## src/rtl/rr_decode_arbiter.sv

```systemverilog
// Round-robin arbiter for 16 requesters with a bounded grant tenure.
// The grant is presented both as a 4-bit index and as its one-hot decode,
// so the one-hot vector can drive per-agent select/enable lines directly.
//
// Grant handshake: gnt_valid high means the resource belongs to requester
// gnt_idx for this cycle and gnt == one-hot(gnt_idx). gnt_valid low means
// nobody owns it and gnt is all zero. A grant is held while the owner keeps
// its req bit high and en stays high, for at most MAX_HOLD cycles. Every
// release is followed by exactly one dead cycle before the next grant.
// preempt pulses for one cycle (the dead cycle) when a grant was revoked
// because its tenure ran out rather than being given up.
module rr_decode_arbiter #(
    parameter int N_REQ    = 16,
    parameter int MAX_HOLD = 8,
    parameter int CNT_W    = 8
) (
    input  logic             clk,
    input  logic             rst_n,
    input  logic             en,
    input  logic [N_REQ-1:0] req,
    output logic [N_REQ-1:0] gnt,
    output logic [3:0]       gnt_idx,
    output logic             gnt_valid,
    output logic             preempt
);

    localparam int IDX_W = 4;

    typedef enum logic [1:0] {
        IDLE    = 2'd0,
        GRANT   = 2'd1,
        RELEASE = 2'd2
    } state_t;

    state_t           state;
    logic [CNT_W-1:0] hold_cnt;
    logic [IDX_W-1:0] ptr;

    logic             win_found;
    logic [IDX_W-1:0] win_idx;
    logic [IDX_W-1:0] cand;
    logic             owner_req;
    logic             hold_expired;

    // One-hot decode of an index, same encoding as the 4-to-16 decoders.
    function automatic logic [N_REQ-1:0] decode(input logic [IDX_W-1:0] idx);
        logic [N_REQ-1:0] onehot;
        onehot      = '0;
        onehot[idx] = 1'b1;
        return onehot;
    endfunction

    // Winner search: first set req bit scanning upward from ptr+1, wrapping
    // 15 -> 0; the index adder wraps naturally at 4 bits.
    always_comb begin
        win_found = 1'b0;
        win_idx   = '0;
        cand      = '0;
        for (int k = 1; k <= N_REQ; k++) begin
            cand = ptr + IDX_W'(k);
            if (!win_found && req[cand]) begin
                win_found = 1'b1;
                win_idx   = cand;
            end
        end
    end

    // Owner still wants the resource, and whether its tenure is used up.
    always_comb begin
        owner_req    = req[gnt_idx];
        hold_expired = (hold_cnt == CNT_W'(MAX_HOLD));
    end

    // Arbitration FSM; all outputs are registered here.
    always_ff @(posedge clk or negedge rst_n) begin
        if (!rst_n) begin
            state     <= IDLE;
            gnt       <= '0;
            gnt_idx   <= '0;
            gnt_valid <= 1'b0;
            preempt   <= 1'b0;
            hold_cnt  <= '0;
            ptr       <= '1;
        end else begin
            preempt <= 1'b0;
            case (state)
                // RELEASE is the dead cycle; its exit check is the IDLE one,
                // using the pointer already moved past the last owner.
                IDLE, RELEASE: begin
                    if (en && win_found) begin
                        state     <= GRANT;
                        gnt_idx   <= win_idx;
                        gnt       <= decode(win_idx);
                        gnt_valid <= 1'b1;
                        hold_cnt  <= CNT_W'(1);
                    end else begin
                        state <= IDLE;
                    end
                end
                GRANT: begin
                    if (!en || !owner_req || hold_expired) begin
                        state     <= RELEASE;
                        gnt       <= '0;
                        gnt_valid <= 1'b0;
                        ptr       <= gnt_idx;
                        hold_cnt  <= '0;
                        // Only a timeout counts as a revocation.
                        preempt   <= en && owner_req;
                    end else begin
                        hold_cnt <= hold_cnt + CNT_W'(1);
                    end
                end
                default: begin
                    state     <= IDLE;
                    gnt       <= '0;
                    gnt_valid <= 1'b0;
                    hold_cnt  <= '0;
                end
            endcase
        end
    end

    // The one-hot grant is always the gated decode of the index.
    a_gnt_decode: assert property (@(posedge clk) disable iff (!rst_n)
        gnt == (gnt_valid ? decode(gnt_idx) : '0));

    // A revocation pulse only ever appears while nothing is granted.
    a_preempt_dead: assert property (@(posedge clk) disable iff (!rst_n)
        preempt |-> !gnt_valid);

endmodule

```

## config.mk

```make
export PLATFORM = sky130hd
export DESIGN_NAME = rr_decode_arbiter
export DESIGN_NICKNAME = d
export VERILOG_FILES = /design/src/rtl/rr_decode_arbiter.sv
export SDC_FILE = /design/constraint.sdc
export NUM_CORES = 1
export LEC_CHECK = 0
export CORE_MARGIN = 2
export CORE_UTILIZATION = 60
export CTS_BUF_LIST = sky130_fd_sc_hd__clkbuf_4
export DETAILED_ROUTE_END_ITERATION = 10
export GPL_ROUTABILITY_DRIVEN = 0
export GPL_TIMING_DRIVEN = 0
export PLACE_DENSITY = 0.87
export SYNTH_ARGS = -nofsm -noshare
export SYNTH_HDL_FRONTEND = slang
export SYNTH_SLANG_ARGS = --single-unit
```

## constraint.sdc

```tcl
create_clock -name clk -period 9.2 [get_ports clk]
set_input_delay 0.92 -clock clk [delete_from_list [all_inputs] [get_ports clk]]
set_output_delay 0.92 -clock clk [all_outputs]
set_load 0.02 [all_outputs]
```

==> results of run 1 <==
registers in the layout, indices dropped and copies added (netlist names):
name and flops:
ptr 4, preempt 1, gnt_valid 1, state 2, gnt 16, gnt_idx 4
hold_cnt 8
area by class of cell:
| class | count | share of cell area |
|---|---|---|
| tap | 77 | 0.0210 |
| inverter | 14 | 0.0115 |
| timing repair buffer | 40 | 0.0862 |
| buffer | 23 | 0.0289 |
| clock inverter | 3 | 0.0197 |
| multi-input combinational | 364 | 0.627 |
| sequential | 36 | 0.198 |
| clock buffer | 5 | 0.00819 |
worst paths after layout:
kind,depth (start not counted),endpoint,startpoint,slack [ns]
max,15,gnt[11]$_DFFE_PN0P_,ptr[1]$_DFFE_PN1P_,3.15
min,2,gnt[9]$_DFFE_PN0P_,gnt[9]$_DFFE_PN0P_,0.50
max reg2reg,15,gnt[11]$_DFFE_PN0P_,ptr[1]$_DFFE_PN1P_,3.15
min reg2reg,2,gnt[9]$_DFFE_PN0P_,gnt[9]$_DFFE_PN0P_,0.50
max in group asynchronous,1,hold_cnt[4]$_DFFE_PN0P_,rst_n,8.05
min in group asynchronous,1,gnt[3]$_DFFE_PN0P_,rst_n,0.63
tightest hold or removal path, delay by kind of cell, from the launching register on:
| family | cells | cell delay, ns |
|---|---|---|
| and+or+nand+nor | 1 | 0.05 |
| AOI/OAI and AO/OA | 1 | 0.05 |
| DFF | 1 | 0.37 |
metrics by stage:
stage	hold WS, ns	util	instances	worst slack (ns)	cell area, µm²
2_1_floorplan	0.483	-	437	4.62	3970
3_3_place_gp	0.462	0.699	554	3.64	4460
3_5_place_dp	0.474	0.698	554	3.38	4460
4_1_cts	0.502	0.718	562	3.32	4580
5_1_grt	0.519	0.718	562	2.89	4580
6_report	0.496	0.718	562	3.15	4580
layout by cell type (no fill, tap or decap), types with 8 or more instances in the layout:
master / synthesis / layout
o22ai_1: 9 / 9
mux2_2: 13 / 13
nor2_1: 26 / 26
o21ai_0: 27 / 27
inv_1: 14 / 14
clkbuf_1: 10 / 10
ha_1: 10 / 10
nand2_1: 57 / 57
nor3_1: 8 / 8
nand2b_1: 10 / 10
a21oi_1: 17 / 17
nand3_1: 9 / 9
o31ai_1: 18 / 18
clkdlybuf4s50_1: 0 / 39
dfrtp_1: 32 / 32
mux4_2: 20 / 20
mux2i_1: 30 / 30
cell families after synthesis:
family | Yosys count
adder cells (fa/ha/maj) | 10
AND/OR/NAND/NOR | 155
flip-flops | 36
XOR/XNOR | 10
buffers and inverters | 37
multiplexers | 67
AO/OA/AOI/OAI | 122
routing by layer:
metal,GRT usage,part of all wire,vias to the layer above
met5,0,0,-
met4,0.121,0.034,0
met3,0.0477,0.084,50
li1,-,-,1762
met1,0.432,0.41,1887
met2,0.486,0.47,234
==> flow_summary.yaml, run 1 <==
outcome:
  status: "finished, final reports clean"
synthesis:
  yosysTopAreaCell: "dfrtp_1"
  asyncSetResetFlopFracSynth: 1.00
  synth_common_cells: "nand2_1, dfrtp_1, mux2i_1"
  synth.top_cell.area_share: 0.202
  yosysWarningCount: 0
  dominant_cell_by_count_in_the_synthesized_netlist: "nand2_1"
  synth_cell_types: 77
  netlist_instances: 437
  post_synth.cell_area_avg_um2: 9.07
  post_synth_instance_area_mm2: 0.00397
  synth-adder-area-share: 0.0316
  synthXorXnorAreaFrac: 0.0278
  muxShareOfSynthArea: 0.242
  synthesized_area_fraction_occupied_by_ao_oa_aoi_and_oai_cells: 0.220
  postSynthRegisterBits: 36
  synth_edf_count: 0
  synth_top_family_by_area: "multiplexers"
  yosys_most_used_dff: "dfrtp_1"
  post_synth_and_or_nand_nor_area_fraction: 0.203
  synth_nets: 466
  seq_area_frac_synth: 0.228
  synthTopCellsByArea: "dfrtp_1, mux4_2, mux2i_1"
critical_path:
  timing.critical_path.slowest_stage_cell: "dfstp_2"
  path_buf_inv: 5
  path_class: "register to register"
  path_common_cell: "clkbuf_1"
  timing.critical_path.max_delay_family: "simple AND/OR/NAND/NOR gates"
  critical_path.max_stage_delay_ns: 0.67
  cp-start-kind: "register"
  crit_required_ns: 9.46
  worst_setup_path_end_kind: "register"
  path_max_fanout: 13
  timing.critical_path.cells: "clkbuf_1 -> inv_1 -> clkbuf_1 -> ha_1 -> buf_2 -> clkbuf_1 -> mux4_2 -> mux2i_1 -> mux2i_1 -> nor3_2 -> nand4_1 -> or4_4 -> nand4_1 -> o311ai_2 -> o31ai_1"
  cp_data_arrival_time_ns: 6.31
die:
  die_w_um: 85.3
  die_height_um: 85.3
  boundaryPins: 41
  placement_rows: 29
  die_area_mm2: 0.00727
  initial_core_util: 0.621
  design.core.area_mm2: 0.00639
timing:
  worstMarginPinSlew_ns: 0.796
  timing.slew.headroom: 0.469
  layout_min_cycle_time_ns: 6.05
  worst_setup_skew_after_layout_ns: 0.0136
  report.final.hold_viol_count: 0
  setup_tns_ns: 0
  grt_setup_unrepaired: "false"
  setup_viol_count_final: 0
  fmax_mhz: 165
  final.period_utilization: 0.658
  final_max_slew_viol_count: 0
global_routing:
  grt.total_usage: 0.309
  grt_pass1_vias: 3736
  grt_antenna_before_repair: 0
  maximum_number_of_pins_on_one_net_before_global_route_repair: 37
  grt_overflow: 0
  grt_pass1_wl_um: 18100
cts:
  cts-htree-levels: 2
  clock-root-buffer: "clkbuf_4"
  post_cts_setup_buffer_count: 0
  post_cts.resized_instances: 0
  clk_latency_ns: 0.35
  cts_made_buffers: 5
  cts_hold_buf: 0
  cts_tree: "built"
  clock_tree_buf_depth: 2
  clock_pin_slew_worst_setup_and_hold_paths_ns: 0.12
  clock_sink_count: 36
routing:
  drt-total-wl_um: 11300
  ant_nets: 0
  drc: 0
  initialDrtViolationCount: 512
  detail_route.wl_per_cell_um: 20.1
  detailed_route_vias_per_instance: 7.00
  dr.pass1.iters: 6
  vias: 3933
placement:
  place.detailed.hpwl_um: 8390
  port_buffers: 40
finish:
  multiInputGateArea_mm2: 0.00287
  drive_above_1_share: 0.165
  seq_cell_area_um2: 906
  fill_cells: 502
  insertedDiodeCount: 0
  area_growth_syn_to_layout_pct: 15.6
  layout.nets: 513
hold_path:
  worstHoldPathType: "register to register"
run:
  max_cap_violations: 0
Power of run 1 is not shown: default switching activity piles up to over one toggle a cycle in this logic, so the estimate is an artifact.
==> run 2: changes to the inputs <==
Clock period 9.2 ns to 5.95 ns, I/O delays scaled along.
==> run 2 against run 1 <==
  * Setup slack worse by 2.8 ns
  * Die area is the same
  * Critical path depth rose by 1
  * Global-route usage unchanged
  * Via count grew 1.8%
  * Wire length down 0.53%
  * Highest routed layer unchanged
==> flow_summary.yaml, run 2 (synthesis gave the netlist of run 1 again) <==
die:
  die_area_mm2: 0.00727
  placement_rows: 29
  boundaryPins: 41
  die_w_um: 85.3
  initial_core_util: 0.621
  die_height_um: 85.3
  design.core.area_mm2: 0.00639
routing:
  vias: 4002
  detailed_route_vias_per_instance: 7.10
  initialDrtViolationCount: 471
  drc: 0
  detail_route.wl_per_cell_um: 19.9
  dr.pass1.iters: 6
  ant_nets: 0
  drt-total-wl_um: 11200
cts:
  clock-root-buffer: "clkbuf_4"
  cts_hold_buf: 0
  clock_sink_count: 36
  cts_tree: "built"
  cts-htree-levels: 2
  clk_latency_ns: 0.35
  clock_tree_buf_depth: 2
  cts_made_buffers: 5
  clock_pin_slew_worst_setup_and_hold_paths_ns: 0.12
critical_path:
  cp_data_arrival_time_ns: 5.88
  worst_setup_path_end_kind: "register"
  crit_required_ns: 6.21
  path_max_fanout: 13
  path_class: "register to register"
  cp-start-kind: "register"
finish:
  largest_register: "gnt"
  max_ffs_per_register: 16
  layout.cells.most_common_list: "nand2_1, clkdlybuf4s50_1, dfrtp_1, mux2i_1, o21ai_0"
  insertedDiodeCount: 0
  area_growth_syn_to_layout_pct: 16.3
  fill_cells: 496
  drive_above_1_share: 0.170
  layout_commonest_cell: "nand2_1"
  layout.nets: 515
  reg_top3: "gnt x16, hold_cnt x8"
timing:
  fmax_mhz: 178
  report.final.hold_viol_count: 0
  timing.slew.headroom: 0.474
  grt_setup_unrepaired: "false"
  setup_viol_count_final: 0
  setup_tns_ns: 0
  final_max_slew_viol_count: 0
  layout_min_cycle_time_ns: 5.62
  worstMarginPinSlew_ns: 0.789
  final.period_utilization: 0.944
  worst_setup_skew_after_layout_ns: 0.0139
global_routing:
  maximum_number_of_pins_on_one_net_before_global_route_repair: 37
  grt_pass1_vias: 3736
  grt_pass1_wl_um: 18100
  grt_antenna_before_repair: 0
  grt_overflow: 0
  grt.total_usage: 0.309
run:
  max_cap_violations: 0
hold_path:
  worstHoldPathType: "input port to asynchronous set/reset pin"
outcome:
  status: "finished, final reports clean"
placement:
  port_buffers: 40
  place.detailed.hpwl_um: 8390
-- run 2: changes by cell type in the layout (fill, tap and decap cells not counted) --
cell / previous run / this run
clkbuf_1: 10 / 9
o41ai_4: 0 / 1
buf_4: 3 / 5
clkbuf_2: 0 / 1
o41ai_2: 1 / 0
-- run 2: worst max-delay path, cell delays in order, from the launching register on --
cell	delay (ns)
dfstp_2	0.67
clkbuf_1	0.36
inv_1	0.12
clkbuf_1	0.37
ha_1	0.44
buf_2	0.22
clkbuf_2	0.31
mux4_2	0.40
mux2i_1	0.32
mux2i_1	0.29
nor3_2	0.39
nand4_1	0.13
buf_4	0.19
or4_4	0.55
nand4_1	0.16
o311ai_2	0.26
o31ai_1	0.33
-- run 2: cell type report --
cell class / count / area [µm²] / area share
Buffer: 23 / 134 / 0.0290
Clock buffer: 5 / 37.5 / 0.00814
Clock inverter: 3 / 90.1 / 0.0195
Inverter: 14 / 52.6 / 0.0114
Multi-Input combinational cell: 364 / 2890 / 0.626
Sequential cell: 36 / 906 / 0.196
Tap cell: 77 / 96.3 / 0.0209
Timing Repair Buffer: 42 / 410 / 0.0890
-- run 2: worst paths after layout --
path                            slack (ns)  cells past startpoint                      end                from
worst max-delay path                  0.33                     16      gnt[10]$_DFFE_PN0P_  ptr[1]$_DFFE_PN1P_
worst min-delay path                  0.30                      1       gnt[3]$_DFFE_PN0P_               rst_n
worst max register to register        0.33                     16      gnt[10]$_DFFE_PN0P_  ptr[1]$_DFFE_PN1P_
worst min register to register        0.50                      2       gnt[9]$_DFFE_PN0P_  gnt[9]$_DFFE_PN0P_
max in group asynchronous             5.12                      1  hold_cnt[4]$_DFFE_PN0P_               rst_n
min in group clk                      0.50                      2       gnt[9]$_DFFE_PN0P_  gnt[9]$_DFFE_PN0P_
-- run 2: timing repair --
item                                    4_1_cts  5_1_grt
endpoints found under the setup margin        0       21
resized for setup                             0        3
setup buffers                                 0        2
-- run 2: layer usage --
layer / global-route usage / share of wire
met1: 0.432 / 0.40
met2: 0.486 / 0.47
met3: 0.0477 / 0.090
met4: 0.121 / 0.036
met5: 0 / 0
-- run 2: stage by stage --
stage	instance area, µm²	hold slack [ns]	setup WS [ns]	util	cells
after floorplan	3970	0.299	1.37	-	437
after global placement	4460	0.462	0.393	0.699	554
after detailed placement	4460	0.474	0.132	0.698	554
after CTS	4580	0.339	0.0713	0.718	562
after global routing	4610	0.369	0.117	0.722	564
final	4610	0.302	0.332	0.722	564
Power of run 2 is left out for the same reason.
